### src/rtl/imm_pkg.sv
// Shared immediate-format codes and RISC-V major opcodes for the decode buffer.
// Imported by imm_extend and imm_decode_buf.
package imm_pkg;

    typedef enum logic [2:0] {
        IMM_NONE = 3'd0,
        IMM_I    = 3'd1,
        IMM_S    = 3'd2,
        IMM_B    = 3'd3,
        IMM_U    = 3'd4,
        IMM_J    = 3'd5,
        IMM_Z    = 3'd6
    } imm_type_e;

    localparam logic [6:0] OPC_LOAD      = 7'b0000011;
    localparam logic [6:0] OPC_OP_IMM    = 7'b0010011;
    localparam logic [6:0] OPC_JALR      = 7'b1100111;
    localparam logic [6:0] OPC_STORE     = 7'b0100011;
    localparam logic [6:0] OPC_BRANCH    = 7'b1100011;
    localparam logic [6:0] OPC_LUI       = 7'b0110111;
    localparam logic [6:0] OPC_AUIPC     = 7'b0010111;
    localparam logic [6:0] OPC_JAL       = 7'b1101111;
    localparam logic [6:0] OPC_OP        = 7'b0110011;
    localparam logic [6:0] OPC_OP_IMM_32 = 7'b0011011;
    localparam logic [6:0] OPC_SYSTEM    = 7'b1110011;

    localparam int unsigned DEPTH = 2;

endpackage

### src/rtl/imm_decode_buf_if.sv
// Producer/consumer handshake bundle of the immediate decode buffer.
// slave = buffer side, master = driver/consumer side.
interface imm_decode_buf_if #(
    parameter int XLEN = 32
);
    logic            in_valid;
    logic            in_ready;
    logic [31:0]     in_instr;
    logic            out_valid;
    logic            out_ready;
    logic [XLEN-1:0] out_imm;
    logic [2:0]      out_type;
    logic [31:0]     out_instr;

    modport slave (
        input  in_valid, in_instr, out_ready,
        output in_ready, out_valid, out_imm, out_type, out_instr
    );

    modport master (
        output in_valid, in_instr, out_ready,
        input  in_ready, out_valid, out_imm, out_type, out_instr
    );
endinterface

### src/rtl/imm_decode_buf_extend.sv
// Combinational immediate extractor/extender (module imm_extend).
// Optional macro IMM_DECODE_CSR_EN enables the Z (CSR uimm) format.
module imm_extend
    import imm_pkg::*;
#(
    parameter int XLEN = 32
) (
    input  logic [31:0]     i_instr,
    output logic [XLEN-1:0] o_imm,
    output imm_type_e       o_type,
    output logic            o_unknown
);

    logic [31:0] w_imm32;

    // Opcode decode into a 32-bit immediate that is already sign-correct.
    always_comb begin
        w_imm32   = 32'd0;
        o_type    = IMM_NONE;
        o_unknown = 1'b0;
        case (i_instr[6:0])
            OPC_LOAD, OPC_OP_IMM, OPC_JALR: begin
                o_type  = IMM_I;
                w_imm32 = {{20{i_instr[31]}}, i_instr[31:20]};
            end
            OPC_STORE: begin
                o_type  = IMM_S;
                w_imm32 = {{20{i_instr[31]}}, i_instr[31:25], i_instr[11:7]};
            end
            OPC_BRANCH: begin
                o_type  = IMM_B;
                w_imm32 = {{19{i_instr[31]}}, i_instr[31], i_instr[7],
                           i_instr[30:25], i_instr[11:8], 1'b0};
            end
            OPC_LUI, OPC_AUIPC: begin
                o_type  = IMM_U;
                w_imm32 = {i_instr[31:12], 12'd0};
            end
            OPC_JAL: begin
                o_type  = IMM_J;
                w_imm32 = {{11{i_instr[31]}}, i_instr[31], i_instr[19:12],
                           i_instr[20], i_instr[30:21], 1'b0};
            end
            OPC_OP: begin
                o_type = IMM_NONE;
            end
            OPC_OP_IMM_32: begin
                // The *W immediate forms only exist on RV64.
                if (XLEN == 64) begin
                    o_type  = IMM_I;
                    w_imm32 = {{20{i_instr[31]}}, i_instr[31:20]};
                end else begin
                    o_unknown = 1'b1;
                end
            end
`ifdef IMM_DECODE_CSR_EN
            OPC_SYSTEM: begin
                if (i_instr[14]) begin
                    o_type  = IMM_Z;
                    w_imm32 = {27'd0, i_instr[19:15]};
                end else begin
                    o_type = IMM_NONE;
                end
            end
`else
            OPC_SYSTEM: begin
                o_type = IMM_NONE;
            end
`endif
            default: begin
                o_unknown = 1'b1;
            end
        endcase
    end

    // Signed cast widens with instr[31] (Z and NONE have a zero top bit).
    assign o_imm = XLEN'($signed(w_imm32));

endmodule

### src/rtl/imm_decode_buf.sv
// Two-entry decode buffer: extends immediates on the write path and counts unknown opcodes.
// Optional macro IMM_DECODE_CSR_EN (handled in imm_extend) adds the CSR Z format.
module imm_decode_buf
    import imm_pkg::*;
#(
    parameter int XLEN  = 32,
    parameter int CNT_W = 16
) (
    input  logic             clk,
    input  logic             rst_n,
    input  logic             flush,
    imm_decode_buf_if.slave  bus,
    output logic [CNT_W-1:0] unk_cnt
);

    logic [XLEN-1:0] r_imm   [DEPTH];
    imm_type_e       r_type  [DEPTH];
    logic [31:0]     r_instr [DEPTH];
    logic [1:0]      r_cnt;
    logic            r_wr_ptr;
    logic            r_rd_ptr;
    logic [CNT_W-1:0] r_unk_cnt;

    logic [XLEN-1:0] w_imm;
    imm_type_e       w_type;
    logic            w_unknown;
    logic            w_in_ready;
    logic            w_out_valid;
    logic            w_push;
    logic            w_pop;

    imm_extend #(.XLEN(XLEN)) u_extend (
        .i_instr   (bus.in_instr),
        .o_imm     (w_imm),
        .o_type    (w_type),
        .o_unknown (w_unknown)
    );

    assign w_in_ready  = (r_cnt != 2'd2);
    assign w_out_valid = (r_cnt != 2'd0);
    assign w_push      = bus.in_valid && w_in_ready;
    assign w_pop       = w_out_valid && bus.out_ready;

    assign bus.in_ready  = w_in_ready;
    assign bus.out_valid = w_out_valid;
    assign unk_cnt       = r_unk_cnt;

    // Head entry is only exposed while the buffer holds something.
    always_comb begin
        bus.out_imm   = '0;
        bus.out_type  = 3'd0;
        bus.out_instr = 32'd0;
        if (w_out_valid) begin
            bus.out_imm   = r_imm[r_rd_ptr];
            bus.out_type  = r_type[r_rd_ptr];
            bus.out_instr = r_instr[r_rd_ptr];
        end else begin
            bus.out_imm   = '0;
            bus.out_type  = 3'd0;
            bus.out_instr = 32'd0;
        end
    end

    // Entry storage, written at the tail on an accepted, unflushed push.
    always_ff @(posedge clk or negedge rst_n) begin
        if (!rst_n) begin
            for (int i = 0; i < DEPTH; i++) begin
                r_imm[i]   <= '0;
                r_type[i]  <= IMM_NONE;
                r_instr[i] <= 32'd0;
            end
        end else if (w_push && !flush) begin
            r_imm[r_wr_ptr]   <= w_imm;
            r_type[r_wr_ptr]  <= w_type;
            r_instr[r_wr_ptr] <= bus.in_instr;
        end
    end

    // Occupancy, pointers and the saturating unknown-opcode counter.
    always_ff @(posedge clk or negedge rst_n) begin
        if (!rst_n) begin
            r_cnt     <= 2'd0;
            r_wr_ptr  <= 1'b0;
            r_rd_ptr  <= 1'b0;
            r_unk_cnt <= '0;
        end else if (flush) begin
            r_cnt    <= 2'd0;
            r_wr_ptr <= 1'b0;
            r_rd_ptr <= 1'b0;
        end else begin
            if (w_push) begin
                r_wr_ptr <= ~r_wr_ptr;
            end
            if (w_pop) begin
                r_rd_ptr <= ~r_rd_ptr;
            end
            case ({w_push, w_pop})
                2'b10:   r_cnt <= r_cnt + 2'd1;
                2'b01:   r_cnt <= r_cnt - 2'd1;
                default: r_cnt <= r_cnt;
            endcase
            if (w_push && w_unknown && (r_unk_cnt != {CNT_W{1'b1}})) begin
                r_unk_cnt <= r_unk_cnt + CNT_W'(1);
            end
        end
    end

endmodule
### src/flat_wrapper.sv
// flat-port wrapper written by rule: the top's interface ports become plain ports
module imm_decode_buf_flat import imm_pkg::*;
#(
    parameter int XLEN  = 32,
    parameter int CNT_W = 16
)
  (clk, rst_n, flush, unk_cnt, bus_in_valid, bus_in_instr, bus_out_ready, bus_in_ready, bus_out_valid, bus_out_imm, bus_out_type, bus_out_instr);
  imm_decode_buf_if #(.XLEN(XLEN)) bus_i ();
  input  logic clk;
  input  logic rst_n;
  input  logic flush;
  output logic [CNT_W-1:0] unk_cnt;
  input wire logic [$bits(bus_i.in_valid)-1:0] bus_in_valid;
  input wire logic [$bits(bus_i.in_instr)-1:0] bus_in_instr;
  input wire logic [$bits(bus_i.out_ready)-1:0] bus_out_ready;
  output wire logic [$bits(bus_i.in_ready)-1:0] bus_in_ready;
  output wire logic [$bits(bus_i.out_valid)-1:0] bus_out_valid;
  output wire logic [$bits(bus_i.out_imm)-1:0] bus_out_imm;
  output wire logic [$bits(bus_i.out_type)-1:0] bus_out_type;
  output wire logic [$bits(bus_i.out_instr)-1:0] bus_out_instr;
  assign bus_i.in_valid = bus_in_valid;
  assign bus_i.in_instr = bus_in_instr;
  assign bus_i.out_ready = bus_out_ready;
  assign bus_in_ready = bus_i.in_ready;
  assign bus_out_valid = bus_i.out_valid;
  assign bus_out_imm = bus_i.out_imm;
  assign bus_out_type = bus_i.out_type;
  assign bus_out_instr = bus_i.out_instr;
  imm_decode_buf #(.XLEN(XLEN), .CNT_W(CNT_W)) u_core (.clk(clk), .rst_n(rst_n), .flush(flush), .bus(bus_i), .unk_cnt(unk_cnt));
endmodule
### config.mk
export PLATFORM = sky130hd
export DESIGN_NAME = imm_decode_buf_flat
export DESIGN_NICKNAME = d
export VERILOG_FILES = /design/src/rtl/imm_pkg.sv /design/src/rtl/imm_decode_buf_if.sv /design/src/rtl/imm_decode_buf_extend.sv /design/src/rtl/imm_decode_buf.sv /design/src/flat_wrapper.sv
export SDC_FILE = /design/constraint.sdc
export NUM_CORES = 1
export LEC_CHECK = 0
export CAP_MARGIN = 20
export CORE_ASPECT_RATIO = 0.5
export CORE_MARGIN = 5
export CORE_UTILIZATION = 58
export CTS_CLUSTER_DIAMETER = 200
export DETAILED_ROUTE_END_ITERATION = 6
export PLACE_DENSITY_LB_ADDON = 0.25
export SETUP_SLACK_MARGIN = 0.5
export SYNTH_ARGS = -nofsm -noshare
export SYNTH_HDL_FRONTEND = slang
export SYNTH_SLANG_ARGS = --single-unit
export TNS_END_PERCENT = 5
### constraint.sdc
create_clock -name clk -period 2.7 [get_ports clk]
set_input_delay 0.81 -clock clk [delete_from_list [all_inputs] [get_ports clk]]
set_output_delay 0.81 -clock clk [all_outputs]
set_load 0.02 [all_outputs]
**Word level (Yosys, flattened, before mapping)**

Cells that the tools add are included.

- Flip-flop bits (word level): 154
- Bits of input ports: 37
- Output and inout bits: 85

- Equality and inequality tests: 14
- Multiplexer cells: 28
- Add/sub/neg operators: 3
- Bitwise gates (word level): 5
- Magnitude comparators: 3
- Reduce and logical (&&, ||, !) cells: 15

Operators by type and width:

| cell | number |
|---|---|
| $mux W32 | 9 |
| $pmux W32 S5 | 1 |
| $bwmux W64 | 2 |
| $demux W32 S1 | 1 |
| $eq A7 B7 Y1 const B | 4 |
| $eq A7 B6 Y1 const B | 3 |
| $add A16 B1 Y16 const B | 1 |
| $ne A16 B16 Y1 const B | 1 |
| $mux W3 | 5 |
| $pmux W3 S5 | 1 |
| $eq A7 B5 Y1 const B | 2 |
| $reduce_or A10 Y1 | 1 |
| $eq A7 B2 Y1 const B | 1 |
| $bwmux W6 | 1 |
| $logic_and A1 B1 Y1 | 6 |
| $reduce_bool A2 Y1 | 3 |
| $mux W1 | 5 |
| $ge A2 B2 Y1 const B | 2 |
| $not A1 Y2 | 2 |
| $pmux W2 S2 | 1 |
| $demux W3 S1 | 1 |
| $not A1 Y1 | 3 |
| $reduce_bool A3 Y1 | 1 |
| $reduce_or A3 Y1 | 1 |
| other kinds (10) | 10 |

**Logic depth before layout (Yosys ltp)**

Gate-level depths: netlist (run 1).

- Depth after elaboration: 6
- Mapped depth: 8
- Depth with buffers taken out: 6

**Cells and area by module**

A second synthesis (run 1) with hierarchy kept.

- Cell total of the unflattened synthesis: 630
- Area total of the unflattened synthesis: 7581.0 µm²

Modules (own cells, without submodules):

| module | cells an instance | area an instance (µm²) | times used |
|---|---|---|---|
| imm_decode_buf | 533 | 6993.0 | 1 |
| imm_extend | 97 | 588.1 | 1 |

**Worst setup path before layout (run 1)**

OpenSTA, ideal clock, no wires.

- Kind: register to output
- Start point: register u_core.r_rd_ptr
- End point: output bus_out_instr[11]
- Required time: 1890 ps
- Buffers on the path: 3
- Data arrival time: 1388 ps
- Stages on the path, launching flop included: 6
- Path slack: 502 ps
- Cell sequence: dfrtp_1 clkbuf_1 buf_2 buf_2 mux2i_1 nor2_1

- Cells in the longest elaborated chain, start to end: 5

Ends and longest elaborated chain:

| element | RTL line | text |
|---|---|---|
| start: declaration | imm_decode_buf.sv:21 | `logic r_rd_ptr;` |
| start signal: assignment | imm_decode_buf.sv:95 | `r_rd_ptr <= ~r_rd_ptr;` |
| $not A1 Y2 (implied by the code) | imm_decode_buf.sv:56 | `bus.out_instr = r_instr[r_rd_ptr];` |
| $mux W32 (implied by the code) (3 in series) | imm_decode_buf.sv:56 |  |
| $mux W32 | imm_decode_buf.sv:53 | `if (w_out_valid) begin` |
| end: declaration | flat_wrapper.sv:20 | `output wire logic [$bits(bus_i.out_instr)-1:0] bus_out_instr;` |

Every way passes these cells. The select of a mux whose other input is x is not followed.

**Worst setup path in the final report (run 1)**

- Start point: register u_core.r_rd_ptr
- End point: output bus_out_instr[2]

The elaborated chain is that of the path after synthesis.

==> results.md, run 1 <==
STA:
- Setup repair after global routing could not meet its margin everywhere.
- Clock skew on the completed layout was measured at 0.00778 ns.
- The relative slew slack is 46.2%.
- For this run, the top clock speed supported by timing is 384 MHz.
- Setup violations remaining at the end of the flow were counted as 0.
- The number of hold violations in the final report is 0.
- The share of the clock period used by the worst path is 96.4%.
- Setup total negative slack on the finished layout was measured at 0 ns.
- At the pin with the least slew margin, the transition time is 0.805 ns.
- The count of final max-slew check failures is 0.
- The worst hold margin is 0.343 ns.
- In the post-route analysis, the smallest setup slack over all paths is 0.0983 ns.
- Subtracting the final worst setup slack from the clock period gives 2.60 ns.

Synthesis:
- The total standard cell area after synthesis is 0.00736 mm2.
- The register bit count reported by yosys is 154.
- The number of instances in the synthesized netlist is 824.
- The largest total area in the synthesized netlist belongs to dfrtp_1.
- Sorting the synthesized cells by area gives the leading types as dfrtp_1 52%, nand2_1 13%, mux2i_1 9.2%, nor2_1 6.5%, a21oi_1 3.4%.
- Yosys printed 0 warnings.
- In this run the biggest area consumer among cell types represents 52.3% of the synthesized area.
- For this run, the register share of the synthesized area comes to 52.3%.
- After synthesis, the netlist uses 47 different library cells.
- The average cell area after synthesis is 8.94 um2.
- The number of nets handed over by synthesis was 862.

Floorplanning:
- The floorplan has 29 rows.
- The floorplan die height is 89.7 um.
- The core region area is 0.0126 mm2.
- In this run the horizontal extent of the chip is 169 um.
- The die area is 0.0152 mm2.
- The number of ports placed on the die boundary is 122.
- For this configuration, the core starts out at a cell density of 58.7%.

Drt:
- The routed via count is 6464.
- The detailed router finished its first iteration with 631 violations.
- The number of remaining DRC errors is 0.
- The average detailed-routed wire length per instance is 18.0 um.
- The count of nets left with antenna violations once routing finished came out at 0.
- The pre-antenna-repair detailed-routing pass consisted of 5 iterations.
- The final layout contains routed wiring with a total length of 20.6 mm.
- After detailed routing, the number of vias per cell comes to 5.65.

Pwr:
- The share of total power dissipated in the clock network is 32.5%.
- The combinational power share is 23.4%.
- Power comes to 0.00707 W.
- Summed over all nets, the switching power comes to 0.00227 W.
- The largest voltage drop on the vdd net is 0.470 mV.
- In this run the static leakage power is 4.47 nW.
- Power spread over the standard cell area amounts to 740 mW/mm2.
- Of the total power, the share spent switching nets is 32.0%.
- The internal power of the cells is 0.00481 W.
- The proportion of power drawn by flip-flops and latches is 44.1%.

Setup path:
- The reg2reg setup slack is 0.52 ns.
- The worst setup path is captured at an output pin.
- The critical setup path kind is flip-flop to output pin.
- The sort of element at the start of the critical path is a flip-flop.
- The number of cells on the worst reg-to-reg path is 7.
- In this run the critical register-to-register path is captured at u_core.unk_cnt[11]$_DFFE_PN0P_.
- The data arrival time at the worst-slack endpoint is 1.79 ns.
- Data on the critical path is required at its endpoint by 1.89 ns.
- The startpoint identified for the worst register-to-register timing path is u_core.unk_cnt[0]$_DFFE_PN0P_.
- The critical-path maximum fanout is 10.

GRT:
- The maximum number of pins on one net before global-route repair is 59.
- The first global-routing pass estimated 32.7 mm of wire.
- The number of global-route vias before repair is 6532.
- The all-layer global routing usage is 27.4%.
- The number of antenna violations at the first check in global routing is 0.
- The total overflow left after global routing is 0.

Finish:
- From synthesis to final layout, the design area changed by 29.7%.
- The utilization after layout is 76.1%.
- The share of final-layout standard cells stronger than drive strength 1 is 16.6%.
- The final layout net count is 1000.
- The number of antenna cells inserted is 0.
- Fill cells in the final layout number 880.

Placement:
- Timing analysis after detailed placement gives a worst setup slack of -0.102 ns.
- Routability-driven placement finished with a final weighted congestion of 0.914.
- In this run the tool buffered the top-level ports with 121 buffer cells.
- The placed wire-length estimate is 12.9 mm.

Worst hold path:
- The classification of the worst-slack hold path is primary input to async pin.

Run status:
- The flow ran to the end, and the final reports show no timing, DRC or antenna violations.

Clock network:
- The CTS root buffer is clkbuf_16.
- The CTS tree is yes.
- In this run, post-CTS hold repair placed 0 buffers.
- The deepest level of the CTS H-tree is 4.
- The number of clock sinks is 154.
- The buffer levels on the longest clock path is 2.
- The source-to-sink clock delay at the later pin of the worst-skew pair is 0.42 ns.
- The CTS buffer count is 17.
- The clock input transition at the sequential cells of the worst setup and hold paths is 0.06 ns.

Flow run:
- Max-cap violations in this run came to 0.
-- cells by family (layout without fill, tap and decap cells) --
logic type | count (synthesis) | after routing | share of synthesized area (%)
AND/OR/NAND/NOR | 437 | 437 | 25.3
flip-flops | 154 | 154 | 52.3
AO/OA/AOI/OAI | 92 | 92 | 7.02
multiplexers | 72 | 72 | 9.86
buffers and inverters | 53 | 204 | 3.53
XOR/XNOR | 15 | 15 | 1.78
adder cells (fa/ha/maj) | 1 | 1 | 0.170
-- area by class of cell --
class	instances	area, um2	area share, %
Inverter	3	11.3	0.118
Multi-Input combinational cell	617	3290	34.4
Tap cell	170	213	2.23
Timing Repair Buffer	169	1610	16.9
Sequential cell	154	3860	40.4
Clock buffer	18	429	4.49
Clock inverter	14	140	1.47
-- flip-flops by register name, indices dropped and copies added, names as in the netlist --
signal and cells:
u_core.unk_cnt 16, u_core.r_wr_ptr 1, u_core.r_rd_ptr 1, u_core.r_type 6, u_core.r_cnt 2, u_core.r_instr 64
u_core.r_imm 64
-- layer usage --
layer  global-route usage (%)  share of wire (%)  up-vias
li1                         -                  -     2977
met1                     36.6                 43     3149
met2                     46.2                 48      301
met3                     5.73                8.0       37
met4                     8.62                1.5        0
met5                        0                  0        -
-- cells in the final DEF (no fill, tap or decap), types with 4 or more instances in the layout --
master,Yosys,routed
o21ai_0,27,27
mux2i_1,68,64
buf_4,7,43
dfrtp_1,154,153
nand3_1,10,10
buf_12,0,12
a21oi_1,50,50
clkdlybuf4s15_1,0,14
nor3_2,7,7
nand2b_1,6,5
clkinvlp_4,0,5
nand2_1,253,252
clkinv_4,0,4
dlygate4sd2_1,0,6
buf_2,22,29
a22oi_1,5,5
clkdlybuf4s50_1,0,52
mux2i_2,0,4
nor4_1,4,4
and3_1,4,4
nor2_1,127,126
xor2_1,15,15
clkbuf_2,0,5
clkbuf_16,0,20
-- cells in the mapped netlist (all sizes together) --
cell type  instances
a211oi             1
a21boi             2
a21o               1
a21oi             51
a22oi              5
a31oi              2
and2               1
and3               4
and3b              4
and4               1
buf               34
clkbuf            16
dfrtp            154
ha                 1
inv                3
mux2               4
mux2i             68
nand2            254
nand2b             7
nand3             11
nand3b             1
nand4              2
nor2             129
nor2b              1
nor3               9
nor3b              5
nor4               7
o21ai             27
o21bai             1
o221ai             1
o31ai              1
or4                1
xor2              15
-- worst max-delay path, stage by stage, from the launching register on --
cell             delay [ns]
dfrtp_4                0.50
buf_6                  0.16
buf_16                 0.16
mux2i_1                0.13
nor2_1                 0.10
clkdlybuf4s15_1        0.32
-- worst max path at each step --
stage,slack (ns),endpoint,cells past startpoint,from
finish,0.1,bus_out_instr[2],5,u_core.r_rd_ptr$_DFFE_PN0P_
global route,0.06,bus_out_imm[15],6,u_core.r_rd_ptr$_DFFE_PN0P_
CTS,0.11,bus_out_imm[31],4,u_core.r_rd_ptr$_DFFE_PN0P_
detailed placement,-0.10,u_core.unk_cnt[6]$_DFFE_PN0P_,7,bus_in_instr[6]
global placement,0.02,u_core.unk_cnt[6]$_DFFE_PN0P_,7,bus_in_instr[6]
floorplan,0.50,bus_out_instr[11],5,u_core.r_rd_ptr$_DFFE_PN0P_
-- power by group through the flow --
stage / clock network, W / logic (W) / registers [W]
finish: 0.00230 / 0.00166 / 0.00312
global route: 0.00244 / 0.00183 / 0.00317
CTS: 0.00233 / 0.00160 / 0.00310
detailed placement: 0 / 0.00163 / 0.00313
global placement: 0 / 0.00159 / 0.00311
floorplan: 0 / 0.000944 / 0.00310
-- metrics by stage --
| stage | cell area [um2] | instances |
|---|---|---|
| floorplan | 7360 | 824 |
| global placement | 8990 | 1103 |
| detailed placement | 8990 | 1103 |
| CTS | 9460 | 1140 |
| global route | 9550 | 1145 |
| finish | 9550 | 1145 |
-- repair_timing --
item | 4_1_cts | 5_1_grt
hold endpoints to repair | 0 | 0
buffers inserted | 3 | 2
setup endpoints to repair | 105 | 169
cloned | 2 | 3
resized for setup | 189 | 54
pin swaps | 0 | 4
No activity file was read; power rests on OpenSTA's default activity.
==> run 2, diff against run 1 <==
--- a/config.mk
+++ b/config.mk
@@ -6,11 +6,14 @@
 export NUM_CORES = 1
 export LEC_CHECK = 0
 export CAP_MARGIN = 20
+export CELL_PAD_IN_SITES_DETAIL_PLACEMENT = 1
+export CELL_PAD_IN_SITES_GLOBAL_PLACEMENT = 2
 export CORE_ASPECT_RATIO = 0.5
 export CORE_MARGIN = 5
-export CORE_UTILIZATION = 58
+export CORE_UTILIZATION = 35
 export CTS_CLUSTER_DIAMETER = 200
 export DETAILED_ROUTE_END_ITERATION = 6
+export HOLD_SLACK_MARGIN = 0.05
 export PLACE_DENSITY_LB_ADDON = 0.25
 export SETUP_SLACK_MARGIN = 0.5
 export SYNTH_ARGS = -nofsm -noshare
==> run 2 against run 1 <==
Against the previous run: die area up 59%; critical path type unchanged; sequential power up 1%; cell area is 5.4% higher.
==> results.md, run 2 (synthesis results as in run 1) <==
Run status:
- The run finished with clean final reports.

Setup path:
- The sum of buffers and inverters on the critical path is 3 (unchanged).
- Among all stages on the critical path, the largest delay is contributed by dfrtp_4.
- The data arrival time at the worst-slack endpoint came to 1.75 ns (-0.04 ns).
- The critical-path maximum fanout is 7 (-3).
- The largest incremental delay on the critical path is 0.52 ns (+0.02 ns).
- The cell family with the largest share of critical-path delay is buffers and inverters.
- The number of stages on the worst setup path was 5 (unchanged).
- The critical path goes through buf_12 > buf_6 > mux2i_1 > nor2_1 > clkdlybuf4s15_2.
- The worst setup path is captured at an output pin.
- The setup path with the least slack is of type flip-flop to output pin.
- The depth of the worst register-to-register path is 7 (unchanged).
- The worst path required time was 1.89 ns (about the same).
- The worst setup path is launched from a flip-flop.

Drt:
- The routed via count is 6266 (-3.1%).
- The number of remaining DRC errors is 0 (unchanged).
- The final wirelength is 24.2 mm (+17%).
- The detailed-routing iteration count for the pre-antenna-repair pass came to 4 (-1).
- The average detailed-routed wire length per instance is 19.2 um (+6.7%).
- The via density per instance is 4.97 (-12%).
- The number of antenna-violating nets in the routed design is 0 (unchanged).
- The number of DRC markers in iteration 0 was 256 (-59%).

Pwr:
- The largest voltage drop on the vdd net was 0.451 mV (-4.0%).
- The total chip power is 0.00763 W (+7.9%).
- The reported leakage power is 4.63 nW (+3.4%).
- The power per unit of standard cell area is 758 mW/mm2 (+2.4%).

STA:
- The relative slew slack is 39.6% (-6.5 points).
- The share of the clock period used by the worst path is 94.7% (-1.7 points).
- The final worst clock skew is 0.0116 ns (+0.00378 ns).
- The shortest clock period the worst path allows after layout is 2.56 ns (-0.0459 ns).
- The number of hold violations in the final report came to 0 (unchanged).
- The fmax is 391 MHz (+1.8%).
- Setup repair after global routing could not meet its margin everywhere.
- The final setup violation count is 0 (unchanged).
- The transition time at the pin with the least slew margin is 0.902 ns (+0.0976 ns).
- The final setup slack of the worst path was 0.144 ns (+0.0459 ns).
- The count of final max-slew check failures is 0 (unchanged).

Worst hold path:
- The min-delay analysis places its worst path in the category primary input to async pin.

Clock network:
- The source-to-sink clock delay at the later pin of the worst-skew pair came to 0.42 ns (about the same).
- The buffer levels on the longest clock path is 2 (unchanged).
- The clock input transition at the sequential cells of the worst setup and hold paths is 0.07 ns (about the same).
- The number of clock sinks is 154 (unchanged).
- The deepest level of the CTS H-tree is 4 (unchanged).
- TritonCTS built the clock tree.
- The CTS buffer count came to 17 (unchanged).
- The root buffer cell chosen for the clock tree is clkbuf_16.

Floorplanning:
- The floorplan die height was 113 um (+26%).
- The starting density of the core came to 35.7% (-23 points).
- The number of ports placed on the die boundary is 122 (unchanged).
- The die area came to 0.0242 mm2 (+59%).
- The core region area is 0.0206 mm2 (+64%).
- The width of the die is 215 um (+27%).
- The number of placement rows came to 37 (+28%).

Placement:
- The count of buffers from port buffering came to 121 (unchanged).
- The post-placement worst setup slack was -0.104 ns (-0.00234 ns).
- The instance count after placement with tap cells included is 1218 (+10%).
- The final weighted congestion of routability-driven global placement is 0.796 (-13%).
- The placed wire-length estimate came to 15.6 mm (+21%).

Finish:
- The synthesis-to-layout area growth is 36.7%.
- The number of standard cells in the layout, taps in and fillers out is 1260 (+10%).
- The number of filler cells placed in the layout is 2342 (+170%).
- The utilization after layout is 48.8% (-27 points).
- In the layout the commonest cells are 252 x nand2_1, 152 x dfrtp_1, 118 x nor2_1, 55 x buf_4, 52 x clkdlybuf4s50_1.
- The final layout net count was 1012 (+1.2%).
- The share of final-layout standard cells stronger than drive strength 1 is 22.2% (+5.6 points).
- The combined flip-flop and latch cell area came to 0.00386 mm2 (about the same).
- The most common cell after layout, fill and taps aside is nand2_1.
- The number of antenna cells inserted is 0 (unchanged).
- The area occupied by multi-input gates is 0.00346 mm2 (+5.3%).

GRT:
- The number of antenna violations at the first check in global routing is 0 (unchanged).
- The total congestion overflow after global routing came to 0 (unchanged).
- The met3 track demand over resource is 4.47% (-1.3 points).
- The met1 track utilization from global routing is 27.1% (-9.6 points).
- The wire length of the first global-routing pass is 39.0 mm (+19%).
- The layer with the highest usage after global routing is met2.
- The maximum number of pins on one net before global-route repair is 61 (+3.4%).
- The all-layer global routing usage came to 20.2% (-7.3 points).
- The number of global-route vias before repair was 6935 (+6.2%).
- The global-route met2 utilization came to 34.2% (-12 points).

Flow run:
- The max capacitance violation total is 0 (unchanged).
## run 2: changes by cell type in the layout (fill, tap and decap cells not counted), moves of 4 or more
| cell | change |
|---|---|
| mux2i_1 | -20 |
| buf_4 | +12 |
| clkdlybuf4s15_1 | -12 |
| mux2i_2 | +11 |
| mux2i_4 | +9 |
| nor2_1 | -8 |
| nor2_2 | +8 |
| buf_2 | +7 |
| clkdlybuf4s15_2 | +5 |
| buf_6 | +4 |
## run 2: final timing paths
| kind | start | to | slack [ns] |
|---|---|---|---|
| max | u_core.r_rd_ptr$_DFFE_PN0P_ | bus_out_instr[31] | 0.14 |
| min | rst_n | u_core.unk_cnt[14]$_DFFE_PN0P_ | 0.37 |
| max reg2reg | u_core.unk_cnt[0]$_DFFE_PN0P_ | u_core.unk_cnt[9]$_DFFE_PN0P_ | 0.56 |
| min reg2reg | u_core.r_instr[33]$_DFFE_PN0P_ | u_core.r_instr[33]$_DFFE_PN0P_ | 0.48 |
| max in group asynchronous | rst_n | u_core.r_imm[12]$_DFFE_PN0P_ | 1.62 |
| min in group clk | u_core.r_instr[33]$_DFFE_PN0P_ | u_core.r_instr[33]$_DFFE_PN0P_ | 0.48 |
## run 2: cell type report
class	instances	share of cell area [%]
Timing Repair Buffer	181	17.3
Clock inverter	14	2.10
Sequential cell	154	38.3
Multi-Input combinational cell	617	34.4
Tap cell	273	3.39
Clock buffer	18	4.36
Inverter	3	0.112
## run 2: power by group
group	internal [W]	switching, W	leakage, nW
Clock	0.00160	0.00106	0.309
Sequential	0.00280	0.000362	1.94
Combinational	0.000814	0.000997	2.37
## run 2: worst register-to-register path, cell delays in order, from the launching register on
cell and delay [ns]:
dfrtp_1 0.43, ha_1 0.20, nand3_2 0.15, nor4_2 0.35
and3_1 0.41, buf_4 0.24, nor4_1 0.08, xor2_1 0.15
## run 2: layer usage
metal  share of wire (%)  vias to the layer above  routed length, um
met3                 3.7                       12                901
li1                    -                     2992                  -
met4                0.49                        0                119
met2                  49                       97              11800
met1                  47                     3165              11400
met5                   0                        -                  0
## run 2: per-stage QoR
step / area, um2 / hold WS [ns] / setup TNS (ns)
2_1_floorplan: 7360 / 0.445 / 0
3_3_place_gp: 9190 / 0.457 / -0.528
3_5_place_dp: 9190 / 0.462 / -1.87
4_1_cts: 10000 / 0.395 / 0
5_1_grt: 10100 / 0.411 / 0
6_report: 10100 / 0.371 / 0
## run 2: what timing repair did
action	in CTS	in global routing
endpoints found under the hold margin	0	0
hold buffers	0	0
setup buffers	4	0
setup endpoints to repair	138	156
gates resized for setup	270	59
cloned	3	3
pin swaps	5	4
==> run 3, diff against run 2 <==
--- a/config.mk
+++ b/config.mk
@@ -15,7 +15,6 @@
 export DETAILED_ROUTE_END_ITERATION = 6
 export HOLD_SLACK_MARGIN = 0.05
 export PLACE_DENSITY_LB_ADDON = 0.25
-export SETUP_SLACK_MARGIN = 0.5
 export SYNTH_ARGS = -nofsm -noshare
 export SYNTH_HDL_FRONTEND = slang
 export SYNTH_SLANG_ARGS = --single-unit
==> run 3 against run 2 <==
Against the previous run: utilization down 1.1 points; critical path depth stayed put; register-to-register slack barely moved; highest routed layer unchanged.
==> results.md, run 3 (synthesis results as in run 1) <==
Drt:
- The detailed-routing iteration count for the pre-antenna-repair pass came to 4 (unchanged).
- The average detailed-routed wire length per instance is 18.2 um (-5.1%).
- The number of remaining DRC errors is 0 (unchanged).
- The routed via count came to 6209 (-0.91%).
- The via density per instance is 4.96 (-0.36%).
- The final wirelength is 22.8 mm (-5.6%).
- The number of antenna-violating nets in the routed design was 0 (unchanged).
- The number of DRC markers in iteration 0 is 240 (-6.3%).

Setup path:
- The depth of the worst register-to-register path came to 7 (unchanged).
- The largest incremental delay on the critical path came to 0.49 ns (-0.03 ns).
- The reg2reg setup slack is 0.56 ns (about the same).
- The cell with the largest stage delay on the worst path is dfrtp_4.
- The sum of buffers and inverters on the critical path is 3 (unchanged).
- The worst path required time came to 1.89 ns (about the same).
- The sort of element at the start of the critical path is a flip-flop.
- The data arrival time at the worst-slack endpoint is 1.86 ns (+0.11 ns).
- The endpoint identified for the worst register-to-register timing path is u_core.unk_cnt[9]$_DFFE_PN0P_.
- The critical-path maximum fanout was 6 (-1).
- The critical setup path kind is flip-flop to output pin.
- Broken down by cell family, the worst path's largest delay share belongs to buffers and inverters.
- The worst setup path is captured at an output pin.
- The critical path goes through clkbuf_4 > buf_4 > mux2i_1 > nor2_1 > clkdlybuf4s15_1.
- The origin of the worst setup path is u_core.r_rd_ptr$_DFFE_PN0P_.
- The worst register-to-register path begins at u_core.unk_cnt[0]$_DFFE_PN0P_.

Finish:
- The combined flip-flop and latch cell area was 0.00386 mm2 (unchanged).
- The share of final-layout standard cells stronger than drive strength 1 came to 14.7% (-7.5 points).
- The utilization after layout is 47.7% (-1.1 points).
- The number of antenna cells inserted is 0 (unchanged).
- The area occupied by multi-input gates is 0.00332 mm2 (-3.9%).
- The number of standard cells in the layout, taps in and fillers out came to 1253 (-0.56%).
- Compared with the post-synthesis result, the final layout area differs by 33.5%.
- The top cell types in the final layout, fill and taps aside, are 252 x nand2_1, 152 x dfrtp_1, 125 x nor2_1, 57 x mux2i_1, 52 x clkdlybuf4s50_1.
- The final layout net count came to 1005 (-0.69%).
- The most common cell after layout, fill and taps aside is nand2_1.
- The number of filler cells placed in the layout is 2363 (+0.90%).

Floorplanning:
- The number of ports placed on the die boundary came to 122 (unchanged).
- The width of the die was 215 um (unchanged).
- The core region area is 0.0206 mm2 (unchanged).
- The die area was 0.0242 mm2 (unchanged).
- The number of placement rows is 37 (unchanged).
- The floorplan die height was 113 um (unchanged).
- The starting density of the core is 35.7% (unchanged).

Clock network:
- CTS placed an instance of clkbuf_16 at the clock tree root.
- The buffer levels on the longest clock path was 2 (unchanged).
- The source-to-sink clock delay at the later pin of the worst-skew pair is 0.43 ns (about the same).
- The count of hold-fix buffers inserted at cts came to 0 (unchanged).
- The number of clock sinks was 154 (unchanged).
- The CTS buffer count is 17 (unchanged).
- TritonCTS built the clock tree.
- The deepest level of the CTS H-tree is 4 (unchanged).
- The clock input transition at the sequential cells of the worst setup and hold paths is 0.07 ns (about the same).

Pwr:
- The combinational power share came to 22.3% (-1.4 points).
- The proportion of power drawn by flip-flops and latches came to 41.9% (+0.5 points).
- The largest voltage drop on the vdd net is 0.451 mV (about the same).
- The net switching fraction of the power came to 31.3% (-0.39 points).
- The reported leakage power is 4.59 nW (-0.84%).
- The clock network fraction of total power is 35.8% (+1.0 points).
- The total net switching power is 0.00232 W (-3.9%).
- The total chip power is 0.00743 W (-2.7%).
- The internal power of the cells was 0.00510 W (-2.1%).
- The power per unit of standard cell area is 756 mW/mm2 (-0.31%).

GRT:
- The total congestion overflow after global routing was 0 (unchanged).
- The number of global-route vias before repair came to 6804 (-1.9%).
- The all-layer global routing usage is 19.3% (-0.88 points).
- The number of antenna violations at the first check in global routing is 0 (unchanged).
- The maximum number of pins on one net before global-route repair came to 61 (unchanged).
- The wire length of the first global-routing pass came to 37.5 mm (-3.8%).

STA:
- The relative slew slack is 40.0% (+0.33 points).
- The shortest clock period the worst path allows after layout is 2.67 ns (+0.115 ns).
- The share of the clock period used by the worst path is 98.9% (+4.2 points).
- The fmax is 374 MHz (-4.3%).
- The final setup violation count is 0 (unchanged).
- Setup repair after global routing could not meet its margin everywhere.
- The number of hold violations in the final report is 0 (unchanged).
- The transition time at the pin with the least slew margin is 0.897 ns (-0.00490 ns).
- The count of final max-slew check failures came to 0 (unchanged).
- The final worst clock skew is 0.0115 ns (-0.0000748 ns).

Worst hold path:
- In this run the worst hold path is classified as primary input to async pin.

Placement:
- The instance count after placement with tap cells included was 1218 (unchanged).
- The final weighted congestion of routability-driven global placement is 0.796 (unchanged).
- The placed wire-length estimate is 15.6 mm (unchanged).
- The count of buffers from port buffering is 121 (unchanged).

Run status:
- The run finished with clean final reports.

Flow run:
- The max capacitance violation total is 0 (unchanged).
## run 3: changes by cell type in the layout (fill, tap and decap cells not counted), sizes merged
cell	change
buf	-60
clkbuf	+8
clkdlybuf4s15	+7
dlygate4sd2	+38
## run 3: per-layer routing
layer / vias to the layer above / track usage (%) / routed length (um)
met3: 17 / 4.69 / 857
met2: 97 / 32.4 / 11000
li1: 2970 / - / -
met1: 3125 / 25.9 / 10800
met5: - / 0 / 0
met4: 0 / 3.45 / 171
## run 3: stage by stage
stage	TNS [ns]	instance area, um2	setup slack [ns]	hold WS [ns]
floorplan	0	7360	0.502	0.445
global placement	-0.528	9190	-0.0332	0.457
detailed placement	-1.87	9190	-0.104	0.462
CTS	-0.0444	9810	-0.0259	0.395
global route	-0.147	9830	-0.0435	0.411
finish	0	9830	0.0294	0.361
## run 3: what timing repair did
action | 4_1_cts | 5_1_grt
resized for setup | 82 | 45
setup buffers | 1 | 2
endpoints found under the setup margin | 68 | 42
## run 3: layout make-up
cell class / count / area share (%)
Clock buffer: 18 / 4.47
Clock inverter: 14 / 2.15
Inverter: 3 / 0.115
Multi-Input combinational cell: 617 / 33.8
Sequential cell: 154 / 39.3
Tap cell: 273 / 3.48
Timing Repair Buffer: 174 / 16.7
## run 3: power groups by stage
stage               registers (W)  clock network [W]  logic [W]
CTS                       0.00311            0.00271    0.00166
finish                    0.00311            0.00266    0.00166
detailed placement        0.00314                  0    0.00170
global placement          0.00312                  0    0.00165
global route              0.00317            0.00281    0.00185
floorplan                 0.00310                  0   0.000944
## run 3: worst reg2reg max path, cell delays in order, from the launching register on
cell	delay (ns)
dfrtp_1	0.43
ha_1	0.20
nand3_2	0.16
nor4_2	0.34
and3_1	0.41
buf_4	0.24
nor4_1	0.08
xor2_1	0.15
## run 3: how the worst max path moves through the flow
stage                                          to  slack (ns)  cells past startpoint
floorplan                       bus_out_instr[11]        0.50                      5
global placement     u_core.r_imm[21]$_DFFE_PN0P_       -0.03                      6
detailed placement  u_core.unk_cnt[9]$_DFFE_PN0P_       -0.10                      7
CTS                              bus_out_instr[6]       -0.03                      4
global route                       bus_out_imm[9]       -0.04                      5
finish                             bus_out_imm[9]        0.03                      5
